[src/rtl/pe_os_acc.sv]
// pe_os_acc: output-stationary MAC processing element.
// Forwards operands systolically (1-cycle register) and accumulates a
// k_len-term dot product, then holds the result under a valid/ready handshake.
// Optional feature: define PE_ACC_SAT_EN to saturate the accumulator on
// overflow instead of wrapping.
module pe_os_acc #(
  parameter int DATA_W = 8,
  parameter int ACC_W  = 20,  // must be >= 2*DATA_W so one product always fits
  parameter int CNT_W  = 8
) (
  input  logic              clk,
  input  logic              rst,
  input  logic              clear,
  input  logic              start,
  input  logic [CNT_W-1:0]  k_len,
  input  logic              in_valid,
  input  logic [DATA_W-1:0] data_in,
  input  logic [DATA_W-1:0] weight_in,
  output logic [DATA_W-1:0] data_out,
  output logic [DATA_W-1:0] weight_out,
  output logic              valid_out,
  output logic              busy,
  output logic              res_valid,
  input  logic              res_ready,
  output logic [ACC_W-1:0]  res_data,
  output logic              ovf
);
  localparam int PROD_W = 2*DATA_W;

  localparam logic [1:0] S_IDLE  = 2'd0;
  localparam logic [1:0] S_ACCUM = 2'd1;
  localparam logic [1:0] S_HOLD  = 2'd2;

  typedef struct packed {
    logic [DATA_W-1:0] d;
    logic [DATA_W-1:0] w;
  } opnd_t;

  opnd_t              fwd_q;
  logic               fwd_vld;
  logic [1:0]         state;
  logic [ACC_W-1:0]   acc;
  logic [CNT_W-1:0]   cnt;
  logic [CNT_W-1:0]   klen_q;
  logic               ovf_q;

  logic [PROD_W-1:0]  prod;
  logic [ACC_W:0]     sum;
  logic               add_ovf;
  logic [ACC_W-1:0]   acc_nx;
  logic [CNT_W-1:0]   cnt_nx;

  // Product and carry-out sum; the extra MSB of sum is the overflow detect.
  always_comb begin
    prod    = PROD_W'(data_in) * PROD_W'(weight_in);
    sum     = {1'b0, acc} + (ACC_W+1)'(prod);
    add_ovf = sum[ACC_W];
    cnt_nx  = cnt + CNT_W'(1);
`ifdef PE_ACC_SAT_EN
    // Once saturated, any further nonzero product overflows again, so acc
    // stays pinned at all-ones for the rest of the dot product.
    acc_nx  = add_ovf ? {ACC_W{1'b1}} : sum[ACC_W-1:0];
`else
    acc_nx  = sum[ACC_W-1:0];
`endif
  end

  // Systolic forward path: registered every cycle regardless of FSM state.
  always_ff @(posedge clk) begin
    if (rst || clear) begin
      fwd_q   <= '0;
      fwd_vld <= 1'b0;
    end else begin
      fwd_q   <= '{d: data_in, w: weight_in};
      fwd_vld <= in_valid;
    end
  end

  // Control FSM and accumulator; clear acts as a synchronous abort.
  always_ff @(posedge clk) begin
    if (rst || clear) begin
      state  <= S_IDLE;
      acc    <= '0;
      cnt    <= '0;
      klen_q <= '0;
      ovf_q  <= 1'b0;
    end else begin
      case (state)
        S_IDLE: begin
          if (start) begin
            klen_q <= k_len;
            acc    <= '0;
            cnt    <= '0;
            ovf_q  <= 1'b0;
            state  <= (k_len == '0) ? S_HOLD : S_ACCUM;
          end
        end
        S_ACCUM: begin
          if (in_valid) begin
            acc <= acc_nx;
            cnt <= cnt_nx;
            if (add_ovf) ovf_q <= 1'b1;
            if (cnt_nx == klen_q) state <= S_HOLD;
          end
        end
        S_HOLD: begin
          // start is deliberately ignored here, even alongside res_ready
          if (res_ready) state <= S_IDLE;
        end
        default: state <= S_IDLE;
      endcase
    end
  end

  assign data_out   = fwd_q.d;
  assign weight_out = fwd_q.w;
  assign valid_out  = fwd_vld;
  assign busy       = (state == S_ACCUM) || (state == S_HOLD);
  assign res_valid  = (state == S_HOLD);
  assign res_data   = (state == S_HOLD) ? acc : '0;
  assign ovf        = ovf_q;

endmodule
[config.mk]
export PLATFORM = sky130hd
export DESIGN_NAME = pe_os_acc
export DESIGN_NICKNAME = d
export VERILOG_FILES = /design/src/rtl/pe_os_acc.sv
export SDC_FILE = /design/constraint.sdc
export NUM_CORES = 1
export LEC_CHECK = 0
export CELL_PAD_IN_SITES_DETAIL_PLACEMENT = 1
export CELL_PAD_IN_SITES_GLOBAL_PLACEMENT = 2
export CORE_AREA = 2 2 132 134
export CTS_BUF_LIST = sky130_fd_sc_hd__clkbuf_8
export DETAILED_ROUTE_END_ITERATION = 7
export DIE_AREA = 0 0 134 136
export HOLD_SLACK_MARGIN = 0.15
export PLACE_DENSITY = 0.79
export SETUP_SLACK_MARGIN = 0.2
export SYNTH_ARGS = -nofsm -noshare
export SYNTH_HDL_FRONTEND = slang
export SYNTH_SLANG_ARGS = --single-unit
[constraint.sdc]
create_clock -name clk -period 5.38 [get_ports clk]
set_input_delay 1.076 -clock clk [delete_from_list [all_inputs] [get_ports clk]]
set_output_delay 1.076 -clock clk [all_outputs]
set_load 0.005 [all_outputs]
# Yosys cells after proc, flatten, opt, wreduce, memory -nomap -nowiden
# Cells that the tools add are included.
# W data, S select, Z words.
# classes
add_sub_neg	2
multipliers	1
eq_ne	8
n_mux	17
reduce_logical	9
# ops
cell	count
$mux W20	3
$pmux W20 S2	1
$add A20 B16 Y21	1
$mul A8 B8 Y16	1
$mux W8	2
$pmux W8 S2	1
$mux W2	5
$add A8 B1 Y8 const B	1
$eq A8 B8 Y1	1
$logic_not A8 Y1	1
$ne A2 B2 Y1 const B	4
$reduce_and A4 Y1	2
$pmux W2 S3	1
$mux W1	3
$reduce_and A3 Y1	1
$eq A2 B1 Y1 const B	1
$eq A2 B2 Y1 const B	1
$logic_not A2 Y1	1
$logic_or A1 B1 Y1	2
$ne A2 B1 Y1 const B	1
$pmux W1 S2	1
$reduce_and A2 Y1	1
$reduce_bool A2 Y1	1
# totals
regBits	56
input_bits	30
elab_cells	45

# Longest topological paths before layout
# depth
word_depth	5
mapped_depth	18
ltp_nobuf	16

# Worst setup path after synthesis
# OpenSTA, ideal clock, no wires.
# synth_timing
path_type	input to register
startpoint	in data_in[5]
endpoint	reg acc[14]
setup_ps	117
t_arrival_ps	5094
required_time_ps	5263
slack_ps	169
stages	17
cell_sequence	clkbuf_1 -> nand2_1 -> fa_1 -> inv_1 -> fa_1 -> fa_1 -> inv_1 -> fa_1 -> inv_1 -> ha_1 -> buf_2 -> a21oi_1 -> or3_1 -> o21ai_0 -> or2_1 -> or3_1 -> a32o_1
# synth_via
elab_chain_cells	4
# synth_lines
item	line_no	text
from (decl)	17	input logic [DATA_W-1:0] data_in,
$mul A8 B8 Y16	55	prod = PROD_W'(data_in) * PROD_W'(weight_in);
$add A20 B16 Y21	56	sum = {1'b0, acc} + (ACC_W+1)'(prod);
$mux W20	99	if (in_valid) begin
$pmux W20 S2	88	case (state)
to (signal assigned)	100	acc <= acc_nx;
to (decl)	42	logic [ACC_W-1:0] acc;
# No other way between the ends. The select of a mux whose other input is x is not followed.
# A chain may end at the register's enable or synchronous reset.

# Worst setup path in the final report
# layout_timing
startpoint	in weight_in[6]
endpoint	reg acc[18]
# layout_via
elab_chain_cells	4
# layout_lines
item	line_no	text
from (decl)	18	input logic [DATA_W-1:0] weight_in,
$mul A8 B8 Y16	55	
$add A20 B16 Y21	56	
$mux W20	99	
$pmux W20 S2	88	
# No other way between the ends. The select of a mux whose other input is x is not followed.

==> impl_summary.md <==
GRT
Entering global routing, the biggest net connects 29 pins. The total routing usage reported by global routing is between 10% and 20%. The initial antenna violation count is 0.

The via count of the first global-routing pass is 4968. The total overflow reported by the global router is 0. The first-pass GRT wire length is 25.1 mm.

Clocking
The number of H-tree branching levels is 2. The count of hold-fix buffers inserted at cts is 0. Counting the buffers created by CTS gives 5.

Clock tree synthesis selected as its root buffer the cell sky130_fd_sc_hd__clkbuf_8. At the later pin of the worst-skew pair, clock insertion delay measures about 0.36 ns. The TritonCTS clock tree is built. Counting every sink on the clock net gives 56. The clock-pin transition on the worst setup and hold timing paths is 0.12 ns. In this run the deepest clock path goes through 2 buffers.

Worst setup path
For the worst setup path, the data required time is ~5.7 ns. The worst-path cell with the longest stage delay is sky130_fd_sc_hd__fa_1. The family with the most delay on the worst path is adder cells.

The launch point of the worst path is weight_in[6]. The critical path in this run is classified as input port to flop. The critical path contains buffers and inverters numbering 4 combined. The critical-path maximum fanout is 7. The most critical setup path has its endpoint at acc[18]. The delay of the slowest critical-path stage is 0.56 ns. STA classifies the critical path endpoint as a flop. The number of cells on the worst reg-to-reg path is 16. In this design, the critical path's most frequently occurring cell is sky130_fd_sc_hd__fa_1. The critical register-to-register path startpoint is acc[6]. The signal on the critical path passes through dlygate4sd2_1, and2_1, fa_1, fa_1, fa_1, inv_1, fa_1, inv_1, ha_1, nand2_2, or3_1, o21ai_0, or2_1, buf_4, or3_1, nand3_1. Setup slack on the worst reg-to-reg path comes out at 0.98 ns. The critical path arrival is 5.33 ns. The category of the worst setup path launch point is an input port. The reg-to-reg critical path endpoint is acc[18].

Counting buffers and inverters, the worst setup path is 16 cells deep.

STA
The final max-slew violation count was 0. The setup total negative slack is 0 ns. Setup repair after global routing left no endpoint under its margin. The pin slew with the least headroom to its limit is 0.720 ns. The smallest clock period supported by the final layout is computed as 5.04 ns. The clock tree skew after final layout is 0.0175 ns. The worst pin sits at a relative slew slack of 51.8%. Setup violations remaining at the end of the flow were counted as 0. The worst path uses 93.7% of the clock period. The final hold violation count was 0. For this run, the top clock speed supported by timing is 198 MHz.

Finish
The post-synthesis to final-layout area growth is 26.8%. The most common library cell in the layout ignoring fill and taps is sky130_fd_sc_hd__inv_1. In the layout the commonest cells are sky130_fd_sc_hd__inv_1 (103), sky130_fd_sc_hd__and2_1 (62), sky130_fd_sc_hd__nand2_1 (62), sky130_fd_sc_hd__dfxtp_1 (56), sky130_fd_sc_hd__clkdlybuf4s50_1 (54). In the final layout, the share of cells above drive strength 1 is 11.2%. The number of diodes added for antenna fixing is 0. Excluding fillers, the count of instances in the completed layout stands at 937.

The filler cells instantiated in the layout total just over 2000. The final non-filler cell area is 6450 µm². The number of nets in the final layout is around 840.

Routing
In this run the remaining antenna-violating nets after routing total 0. In the routed design, unresolved DRC markers number 0. The vias per cell is 4.72. The first-pass iteration count of the detailed router is 4. In this run, the number of DRC markers left after iteration 0 of detailed routing was 143. Summing over every cut layer, the via total after detailed routing is about 4400. The aggregate routed wire length is 14.9 mm. After detailed routing, the average wire length per cell comes to 15.9 µm.

Place
The instance area after placement is around 6300 µm². The final HPWL from detailed placement is 12.2 mm. In this run, placement finished with an instance count of 929. Routability-driven placement finished with a final weighted congestion of 0.796. In this run the tool buffered the top-level ports with 69 buffer cells.

Logic synthesis
Counting every net in the synthesized netlist gives roughly 740. The number of flip-flops and latches in the synthesized netlist is 56. Summing every instance area after synthesis gives 5090 µm².

Synthesis produced a netlist whose cell count is 614. The Yosys warning count is 0. After synthesis, the mean cell area works out to between 8 and 9 µm².

Sequential elements use 22.0% of the synthesized area. The number of different library cells in the post-synthesis netlist is 44.

Floorplanning
In this run the count of I/O pins placed on the die edge is 70. The floorplan step defined a die boundary enclosing 18200 µm². The floorplan core area is 16900 µm². The vertical die dimension is 136 µm. The starting density of the core is 30.2%. The die is between 100 and 150 µm wide.

The floorplan row count is 48.

Status
The run finished with clean final reports.

Pwr
The total power divided by cell area is 277 nW/µm². The leakage power summed over all cells is about 3 nW. Across the VDD grid, the largest voltage drop is between 100 and 150 µV. The total power after layout is between 1.5 and 2 mW.

Flow run
Max-cap violations in this run came to 0.

Hold path
In this run the worst hold path is classified as flop to flop.
[routing by layer]
metal  vias up  share of wire, %  GRT usage, %
li1       2166                 -             -
met1      2141                44          21.1
met2        84                49          31.6
met3        28               3.7          2.76
met4         0               3.0          6.21
met5         -                 0             0
[cell usage after synthesis]
cell type | instances | area (µm²)
sky130_fd_sc_hd__nand4_1 | 5 | 31.3
sky130_fd_sc_hd__nand2_1 | 63 | 236
sky130_fd_sc_hd__a21oi_2 | 1 | 8.76
sky130_fd_sc_hd__nand2b_1 | 6 | 37.5
sky130_fd_sc_hd__o211ai_1 | 2 | 15.0
sky130_fd_sc_hd__a41oi_1 | 1 | 8.76
sky130_fd_sc_hd__nor2_1 | 35 | 131
sky130_fd_sc_hd__and2_2 | 1 | 7.51
sky130_fd_sc_hd__or4_2 | 1 | 8.76
sky130_fd_sc_hd__a21oi_1 | 30 | 150
sky130_fd_sc_hd__xnor2_1 | 12 | 105
sky130_fd_sc_hd__or2_2 | 1 | 6.26
sky130_fd_sc_hd__a22oi_1 | 11 | 82.6
sky130_fd_sc_hd__o21bai_1 | 2 | 15.0
sky130_fd_sc_hd__o311a_1 | 3 | 30.0
sky130_fd_sc_hd__o31ai_1 | 2 | 15.0
sky130_fd_sc_hd__o2111a_1 | 1 | 11.3
sky130_fd_sc_hd__fa_1 | 50 | 1000
sky130_fd_sc_hd__nor3_1 | 4 | 20.0
sky130_fd_sc_hd__or3_1 | 5 | 31.3
sky130_fd_sc_hd__o211a_1 | 1 | 10.0
sky130_fd_sc_hd__dfxtp_1 | 56 | 1120
sky130_fd_sc_hd__a31oi_1 | 5 | 31.3
sky130_fd_sc_hd__inv_1 | 103 | 387
sky130_fd_sc_hd__clkbuf_1 | 18 | 67.6
sky130_fd_sc_hd__or2_1 | 1 | 6.26
sky130_fd_sc_hd__and2_1 | 64 | 400
sky130_fd_sc_hd__nor4_1 | 4 | 25.0
sky130_fd_sc_hd__a32o_1 | 1 | 10.0
sky130_fd_sc_hd__mux2i_1 | 4 | 40.0
sky130_fd_sc_hd__o21ai_1 | 1 | 5.00
sky130_fd_sc_hd__nand3_1 | 22 | 110
sky130_fd_sc_hd__a211oi_1 | 1 | 7.51
sky130_fd_sc_hd__o21a_1 | 2 | 15.0
sky130_fd_sc_hd__ha_1 | 45 | 563
sky130_fd_sc_hd__and3_2 | 2 | 15.0
sky130_fd_sc_hd__and3_1 | 4 | 25.0
sky130_fd_sc_hd__a221oi_2 | 1 | 15.0
sky130_fd_sc_hd__o21ai_0 | 19 | 95.1
sky130_fd_sc_hd__buf_2 | 2 | 10.0
sky130_fd_sc_hd__xor2_1 | 6 | 52.6
sky130_fd_sc_hd__a2111oi_1 | 1 | 10.0
sky130_fd_sc_hd__a21o_1 | 14 | 105
sky130_fd_sc_hd__a211o_1 | 1 | 8.76
[stage by stage]
| step | utilization (%) | hold WS [ns] | worst slack, ns |
|---|---|---|---|
| floorplan | - | 0.425 | 0.214 |
| global placement | 37.3 | 0.452 | -0.445 |
| detailed placement | 37.3 | 0.463 | -0.511 |
| CTS | 37.9 | 0.481 | 0.192 |
| global route | 38.2 | 0.507 | 0.182 |
| finish | 38.2 | 0.474 | 0.341 |
[cell type report]
cell class	count	area (µm²)	share of cell area (%)
clock buffers	5	68.8	1.07
clock inverters	3	27.5	0.427
inverters	103	387	5.99
multi-input cells	435	3600	55.9
flip-flops and latches	56	1120	17.4
well taps	225	282	4.36
repair buffers	110	962	14.9
[worst min-delay path by stage]
stage                     cells after the start        end      start  slack [ns]
after global placement                        2  klen_q[5]  klen_q[5]        0.45
final                                         2  klen_q[5]  klen_q[5]        0.47
after detailed placement                      2  klen_q[5]  klen_q[5]        0.46
after CTS                                     2  klen_q[5]  klen_q[5]        0.48
after global routing                          2  klen_q[5]  klen_q[5]        0.51
after floorplan                               2    acc[13]    acc[13]        0.43
[worst register-to-register path, delay by kind of cell, from the launching register on]
kind                       cells  cell delay, ns
and+or+nand+nor                3            0.69
adders and majority gates      5            2.37
AOI/OAI and AO/OA              3            0.48
buffers and inverters          5            0.41
DFF                            1            0.36
[where the power goes]
| group | internal (mW) | switching [mW] | leakage [nW] |
|---|---|---|---|
| registers | 0.426 | 0.00783 | 0.455 |
| logic | 0.498 | 0.581 | 2.50 |
| clock network | 0.0965 | 0.177 | 0.0463 |
[cells by family (layout without fill, tap and decap cells)]
group,count (synthesis),in the layout,share of synthesized area (%)
and+or+nand+nor,218,218,21.5
buffers and inverters,123,221,9.12
AOI/OAI and AO/OA,100,100,12.8
adders and majority gates,95,95,30.7
DFF,56,56,22.0
xor gates and xnor gates,18,18,3.10
muxes,4,4,0.787
[state kept, by name (all words and copies together), names as in the netlist]
name        cells
acc            20
cnt             8
data_out        8
klen_q          8
weight_out      8
state           2
ovf             1
valid_out       1
[what timing repair did]
item | in CTS | in global routing
endpoints found under the setup margin | 11 | 9
pin swaps | 2 | 11
gates resized for setup | 25 | 28
buffers inserted | 0 | 0
Power figures use the tool's default switching activity.
